==> config.mk <==
export PLATFORM = sky130hd
export DESIGN_NAME = result_to_bcd
export DESIGN_NICKNAME = d
export VERILOG_FILES = /design/src/rtl/calc_pkg.sv /design/src/rtl/bcd_add3.sv /design/src/rtl/result_to_bcd.sv
export SDC_FILE = /design/constraint.sdc
export NUM_CORES = 1
export LEC_CHECK = 0
export ABC_AREA = 1
export CORE_MARGIN = 3
export CORE_UTILIZATION = 47
export DETAILED_ROUTE_END_ITERATION = 16
export GPL_TIMING_DRIVEN = 0
export PLACE_DENSITY = 0.76
export SLEW_MARGIN = 20
export SYNTH_ARGS = -nofsm -noshare
export SYNTH_HDL_FRONTEND = slang
export SYNTH_SLANG_ARGS = --single-unit
export TNS_END_PERCENT = 50
==> constraint.sdc <==
create_clock -name clk -period 1.2 [get_ports clk]
set_input_delay 0.24 -clock clk [delete_from_list [all_inputs] [get_ports clk]]
set_output_delay 0.24 -clock clk [all_outputs]
set_load 0.03 [all_outputs]
==> src/rtl/calc_pkg.sv <==
// calc_pkg: operator codes, BCD blank code and converter state type shared across the calculator datapath
package calc_pkg;
    localparam logic [3:0] OP_PLUS  = 4'd10;
    localparam logic [3:0] OP_SUB   = 4'd11;
    localparam logic [3:0] OP_MUL   = 4'd12;
    localparam logic [3:0] OP_DIV   = 4'd13;
    localparam logic [3:0] BCD_BLANK = 4'hF;
    typedef enum logic [1:0] {IDLE, SHIFT, DONE} state_t;
endpackage

==> src/rtl/bcd_add3.sv <==
// bcd_add3: double-dabble digit adjust; d_i 4-bit digit in, q_o adjusted digit out
module bcd_add3 (
    input  logic [3:0] d_i,
    output logic [3:0] q_o
);
    assign q_o = (d_i >= 4'd5) ? d_i + 4'd3 : d_i;
endmodule

==> src/rtl/result_to_bcd.sv <==
// result_to_bcd: sequential double-dabble binary-to-BCD converter; in_valid/in_ready/result/sign in, out_valid/out_ready/bcd/bcd_sign/ndigits out; RESULT_TO_BCD_LZB_EN enables leading-zero blanking
module result_to_bcd
    import calc_pkg::*;
#(
    parameter int BCDdigits  = 2,
    parameter int OUT_DIGITS = (BCDdigits * 8 * 3) / 10 + 1
) (
    input  logic                            clk,
    input  logic                            rst_n,
    input  logic                            in_valid,
    output logic                            in_ready,
    input  logic [BCDdigits*8-1:0]          result,
    input  logic                            sign,
    output logic                            out_valid,
    input  logic                            out_ready,
    output logic [OUT_DIGITS*4-1:0]         bcd,
    output logic                            bcd_sign,
    output logic [$clog2(OUT_DIGITS+1)-1:0] ndigits
);
    localparam int W  = BCDdigits * 8;
    localparam int CW = $clog2(W + 1);
    localparam int NW = $clog2(OUT_DIGITS + 1);

    state_t                  state_q, state_d;
    logic [W-1:0]            bin_q, bin_d;
    logic [OUT_DIGITS*4-1:0] bcd_q, bcd_d, adj;
    logic                    sign_q, sign_d;
    logic [CW-1:0]           cnt_q, cnt_d;

    for (genvar i = 0; i < OUT_DIGITS; i++) begin : g_adj
        bcd_add3 u_add3 (.d_i(bcd_q[i*4+:4]), .q_o(adj[i*4+:4]));
    end

    always_ff @(posedge clk or negedge rst_n) begin
        if (!rst_n) begin
            state_q <= IDLE;
            bin_q   <= '0;
            bcd_q   <= '0;
            sign_q  <= 1'b0;
            cnt_q   <= '0;
        end else begin
            state_q <= state_d;
            bin_q   <= bin_d;
            bcd_q   <= bcd_d;
            sign_q  <= sign_d;
            cnt_q   <= cnt_d;
        end
    end

    always_comb begin
        state_d = state_q;
        bin_d   = bin_q;
        bcd_d   = bcd_q;
        sign_d  = sign_q;
        cnt_d   = cnt_q;
        case (state_q)
            IDLE: if (in_valid) begin
                bin_d   = result;
                bcd_d   = '0;
                // a zero magnitude is never shown as negative
                sign_d  = sign & (|result);
                cnt_d   = CW'(W);
                state_d = SHIFT;
            end
            SHIFT: begin
                {bcd_d, bin_d} = {adj, bin_q} << 1;
                cnt_d = cnt_q - 1'b1;
                if (cnt_q == CW'(1)) state_d = DONE;
            end
            DONE: if (out_ready) state_d = IDLE;
            default: state_d = IDLE;
        endcase
    end

    assign in_ready  = (state_q == IDLE);
    assign out_valid = (state_q == DONE);
    assign bcd_sign  = sign_q;

`ifdef RESULT_TO_BCD_LZB_EN
    logic [OUT_DIGITS*4-1:0] blank;
    logic [NW-1:0]           nd;
    logic                    lz;
    always_comb begin
        nd    = NW'(1);
        lz    = 1'b1;
        blank = bcd_q;
        // digit 0 is always shown so zero displays as a single 0
        for (int k = OUT_DIGITS - 1; k > 0; k--) begin
            lz = lz & (bcd_q[k*4+:4] == 4'd0);
            if (lz) blank[k*4+:4] = BCD_BLANK;
            else if (nd == NW'(1)) nd = NW'(k + 1);
        end
    end
    assign bcd     = out_valid ? blank : bcd_q;
    assign ndigits = out_valid ? nd : NW'(OUT_DIGITS);
`else
    assign bcd     = bcd_q;
    assign ndigits = NW'(OUT_DIGITS);
`endif
endmodule
# After elaboration in Yosys (flattened, before gate mapping)
# Index checks and enable logic that the tools add are counted.
# word_totals
ff_bits	44
input_bits	21
elab_cells	44
# op_classes
addsub	6
n_lt_le_gt_ge	5
eq_ne	6
muxes	15
bitwise	1
n_reduce_logical	6
# op_table
op	count
$pmux W20 S2	1
$pmux W16 S2	1
$ge A4 B3 Y1 const B	5
$mux W20	1
$add A4 B2 Y4 const B	4
$mux W16	1
$mux W4	4
$reduce_or A16 Y1	1
$pmux W5 S2	1
$mux W2	3
$pmux W2 S3	1
$eq A5 B1 Y1 const B	1
$mux W5	1
$sub A5 B1 Y5 const B	1
$ne A2 B2 Y1 const B	2
$reduce_and A2 Y1	2
$add A3 B2 Y3 const B	1
$mux W3	1
$reduce_and A3 Y1	1
$eq A2 B1 Y1 const B	1
$eq A2 B2 Y1 const B	1
$logic_not A2 Y1	1
$ne A2 B1 Y1 const B	1
$reduce_bool A2 Y1	1
$and A1 B1 Y1	1

# Logic depth before layout (Yosys ltp)
# depth
depth_word	3
ltp_mapped	8
ltp_nobuf	8

# Cells and area by module
# Synthesis repeated with hierarchy kept, for this count alone.
# hier_totals
hier_cells	353
hier_area_um2	2641.3
# modules_own_cells
module	n_inst	cells_each	area_each_um2	seq_area_each_um2
result_to_bcd	1	238	1965.6	1101.1
bcd_add3	5	23	135.1	0.0

# Least setup slack after synthesis
# Ideal clock, no wire load.
# synth_path
kind	flip-flop to flip-flop
from	register bcd_q[12] (netlist: bcd[12])
to	register bcd_q[13] (netlist: bcd[13])
setup_time_ps	117
arrival_time_ps	1278
t_required_ps	1083
setup_slack_ps	-195
path_stages_with_launch	9
n_path_buf	0
synth_period_minus_slack_ps	1395
cell_sequence	dfrtp_1 inv_1 ha_1 inv_1 nand2_1 nand3_1 nand2_1 nand3_1 nand2_1
# synth_via
elab_chain_cells	3
word_cells_on_any_way	4
classes_between	1 x add/sub; 1 x order compare; 2 x mux
# synth_rtl
item	line	rtl
start: declaration	result_to_bcd.sv:26	logic [OUT_DIGITS*4-1:0] bcd_q, bcd_d, adj;
start signal: assignment	result_to_bcd.sv:38	bcd_q <= '0;
start signal: assignment	result_to_bcd.sv:44	bcd_q <= bcd_d;
$add A4 B2 Y4 or $ge A4 B3 Y1 (tied branches)	bcd_add3.sv:6	assign q_o = (d_i >= 4'd5) ? d_i + 4'd3 : d_i;
$mux W4 *	bcd_add3.sv:6	
$pmux W20 S2 *	result_to_bcd.sv:56	case (state_q)
# Every way passes the cells marked *; elsewhere a longest branch is shown, timed or not.
# A chain may end at the register's enable or synchronous reset.

# Final worst setup path
# layout_path
from	register state_q[0]
to	output in_ready
# layout_via
elab_chain_cells	1
# layout_rtl
item	line	rtl
start: declaration	result_to_bcd.sv:24	state_t state_q, state_d;
start signal: assignment	result_to_bcd.sv:42	state_q <= state_d;
$logic_not A2 Y1	result_to_bcd.sv:75	assign in_ready = (state_q == IDLE);
end: declaration	result_to_bcd.sv:11	output logic in_ready,
# Every way passes these cells.

==> impl_summary.log <==
[metrics] result of the run: finished with violations
[metrics] violated checks: negative setup slack
[metrics] total via count after detailed routing: 2247
[metrics] layout-stage area growth over the synthesis result: 34.1%
[metrics] worst setup margin: -0.0975 ns
[metrics] setup repair after global routing missed its margin: true
[metrics] number of detailed-routing iterations run before antenna repair: 4
[metrics] average instance area after synthesis: between 7 and 8 um^2
[metrics] CP endpoint kind: output pin
[metrics] most numerous cell types in the synthesized netlist: 132 x sky130_fd_sc_hd__nand2_1, 44 x sky130_fd_sc_hd__dfrtp_1, 36 x sky130_fd_sc_hd__nand3_1
[metrics] die area: ~6000 um^2
[metrics] Critical Path AT: about 1.1 ns
[metrics] Net Sw Frac: a little under half
[metrics] post-place setup slack: -0.390 ns
[metrics] Worst path max stage delay: around 0.47 ns
[metrics] CTS Buf Count: 5
[metrics] kind of path behind the tightest hold check: in2async
[metrics] worst path bufs/invs: 1
[metrics] number of max-slew violations in the final report: 0
[metrics] Post-synth EDFFs: 0
[metrics] layout cells sized above 1: between 20% and 30%
[metrics] dominant synthesized flop cell: sky130_fd_sc_hd__dfrtp_1
[metrics] placeable core area: slightly below 5000 um^2
[metrics] GPL Wtd Cong: 0.887
[metrics] post-layout net count: 414
[metrics] Max Buffers Root-to-Sink: 2
[metrics] non-filler instance count after layout: around 450
[metrics] drt total wl: approximately 5500 um
[metrics] area fraction of the dominant cell type after synthesis: about 46%
[metrics] synthesized flop and latch total: 44
[metrics] worst reg2reg endpoint: bcd[7]
[metrics] via count of the first global-routing pass: between 2000 and 2500
[metrics] fraction of power consumed by the clock network: between 10 and 15%
[metrics] Worst Reg-to-Reg Cells: 5
[metrics] starting density of the core: between 40% and 50%
[metrics] cell type group with the largest total delay on the critical path: flip-flops
[metrics] cell type contributing the most total cell area after synthesis: sky130_fd_sc_hd__dfrtp_1
[metrics] GRT overflow: 0
[metrics] cell at the root of the clock tree: sky130_fd_sc_hd__clkbuf_8
[metrics] sinks on the clock net: 44
[metrics] portion of total power attributed to sequential cells: 32.4%
[metrics] Starting DRT DRC Count: ~100
[metrics] CP Cell Sequence: nor2_4, buf_6
[metrics] P_int: between 4 and 5 mW
[metrics] yosys warns: 0
[metrics] hold_ws: roughly 0.36 ns
[metrics] Max FO, Critical Path: 5
[metrics] pin count of the biggest net entering global routing: 32
[metrics] Net Sw Power: roughly 4.2 mW
[metrics] ports placed on the boundary: 47
[metrics] site row count: 25
[metrics] critical path type: reg2out
[metrics] number of buffers inserted by port buffering: 43
[metrics] Total Negative Setup Slacks: -1.76 ns
[metrics] number of antenna violations at the first check in global routing: 0
[metrics] launch instance of the worst register-to-register path: state_q[1]
[metrics] internal reg-to-reg setup slack: -0.07 ns
[metrics] Overall Power: between 8 and 9 mW
[metrics] number of instances in the synthesized netlist: 321
[metrics] DRC: 0
[metrics] critical path launch point type: flip-flop
[metrics] CTS clk-pin slew, worst paths: roughly 0.080 ns
[metrics] CTS HTree Levels: 2
[metrics] remaining antenna violation count after routing: 0
[metrics] insertion delay of the later-clocked pin in the worst-skew pair: approximately 0.30 ns
[metrics] most common cell in the netlist: sky130_fd_sc_hd__nand2_1
[metrics] Cell Area, Synth: 2410 um^2
[metrics] cell with the biggest individual delay on the critical path: sky130_fd_sc_hd__dfrtp_2
[metrics] stages on the worst setup path: 2
[metrics] diode count: 0
[metrics] Max rail drop VDD: 1450 uV
[metrics] post-synthesis cell type count: 20
[metrics] static leakage power: 1.60 nW
[metrics] Critical Path RT: between 0.9 and 1 ns
[metrics] post-DP HPWL: a little under 4000 um
[metrics] average wire per standard cell: around 12 um
[metrics] number of placed cells counting well taps: 433
[metrics] All-Layer GR Usage: between 15 and 20%
[metrics] first-pass GRT wire length: slightly below 10000 um
[metrics] number of maximum-capacitance violations: 0
[metrics] top post-synthesis cells by area: sky130_fd_sc_hd__dfrtp_1 46%, sky130_fd_sc_hd__nand2_1 21%, sky130_fd_sc_hd__nand3_1 7.5%, sky130_fd_sc_hd__ha_1 6.2%, sky130_fd_sc_hd__inv_1 4.7%
[metrics] sequential element share of the synthesized area: between 40% and 50%
[metrics] final worst path period share: 108%
[metrics] Final setup violation count: 43
[metrics] minimum clock period after layout: ~1.3 ns
[metrics] clock tree from TritonCTS: done
[metrics] Final Hold Fails: 0
[metrics] horizontal die dimension: 77.6 um
[metrics] power density of the placed cells: ~2700 nW/um^2
[metrics] share of flip-flops with an asynchronous set or reset: 100%
[metrics] proportion of power drawn by combinational gates: between 50% and 60%
[metrics] worst setup skew after layout: 0.00573 ns
[metrics] floorplan die height: 77.6 um
[metrics] drt via density: 5.00
[metrics] maximum operating frequency: a little under 0.8 GHz
==> power groups by stage <==
stage / registers (mW) / logic [mW] / clock network, mW
floorplan: 3.37 / 2.67 / 0
finish: 2.85 / 4.97 / 0.978
global route: 2.98 / 5.62 / 1.05
CTS: 2.82 / 4.66 / 1.01
global placement: 2.82 / 4.56 / 0
detailed placement: 2.84 / 4.71 / 0
==> worst reg2reg max path: stages, from the launching register on <==
cell	delay [ns]
sky130_fd_sc_hd__dfrtp_2	0.45
sky130_fd_sc_hd__buf_6	0.13
sky130_fd_sc_hd__nor2_4	0.23
sky130_fd_sc_hd__buf_6	0.19
sky130_fd_sc_hd__nand2_2	0.06
sky130_fd_sc_hd__o22ai_2	0.15
==> registers in the layout, indices dropped and copies added (netlist names) <==
name	flops
bcd	20
bcd_sign	1
cnt_q	5
state_q	2
bin_q	16
==> worst max-delay path by stage <==
| stage | slack, ns | end | start |
|---|---|---|---|
| floorplan | -0.04 | bcd[17] | bcd[16] |
| global placement | -1.52 | bcd[0] | rst_n |
| detailed placement | -0.39 | out_valid | state_q[1] |
| CTS | -0.1 | out_valid | state_q[1] |
| global route | -0.18 | cnt_q[0] | state_q[0] |
| finish | -0.1 | in_ready | state_q[0] |
==> per-layer routing <==
layer / global-route usage, % / part of all wire [%] / routed length [um]
met1: 26.6 / 46 / 2530
met2: 32.2 / 47 / 2580
met5: 0 / 0 / 0
met3: 3.83 / 5.5 / 299
met4: 6.41 / 1.1 / 62
==> what timing repair did <==
action                                 4_1_cts  5_1_grt
endpoints found under the hold margin       13        0
hold buffers                                 1        0
buffers inserted                             6        0
resized for setup                          123       36
gates cloned                                 1        0
pin swaps                                    7        5
setup endpoints to repair                   37       59
==> layout make-up <==
| cell class | count | area (um^2) |
|---|---|---|
| multi-input cells | 236 | 1240 |
| fillers | 408 | 1620 |
| plain buffers | 10 | 101 |
| well taps | 67 | 83.8 |
| clock buffers | 8 | 90.1 |
| repair buffers | 52 | 462 |
| inverters | 32 | 128 |
| flip-flops and latches | 44 | 1120 |
==> cell usage in the layout, fill, tap and decap left out, drive strengths merged <==
cell type / instances
a21oi: 7
buf: 37
clkbuf: 8
clkdlybuf4s15: 5
clkdlybuf4s50: 19
conb: 3
dfrtp: 44
dlygate4sd3: 1
ha: 12
inv: 32
nand2: 133
nand3: 36
nand4: 10
nor2: 18
o211ai: 1
o21ai: 9
o22ai: 7
==> cells by family (layout without fill, tap and decap cells) <==
kind of cell	Yosys count	after routing	synth area share (%)
adders and majority gates	12	12	6.24
AOI/OAI and AO/OA	24	24	5.61
DFF	44	44	45.7
and+or+nand+nor	197	197	34.1
buffers and inverters	42	102	7.95
other	2	3	0.312
==> through the flow <==
| step | utilization, % | instance area (um^2) |
|---|---|---|
| 3_5_place_dp | 62.1 | 3010 |
| 2_1_floorplan | - | 2480 |
| 5_1_grt | 66.6 | 3230 |
| 6_report | 66.6 | 3230 |
| 4_1_cts | 64.3 | 3120 |
| 3_3_place_gp | 61.8 | 2990 |
Power figures use the tool's default switching activity.
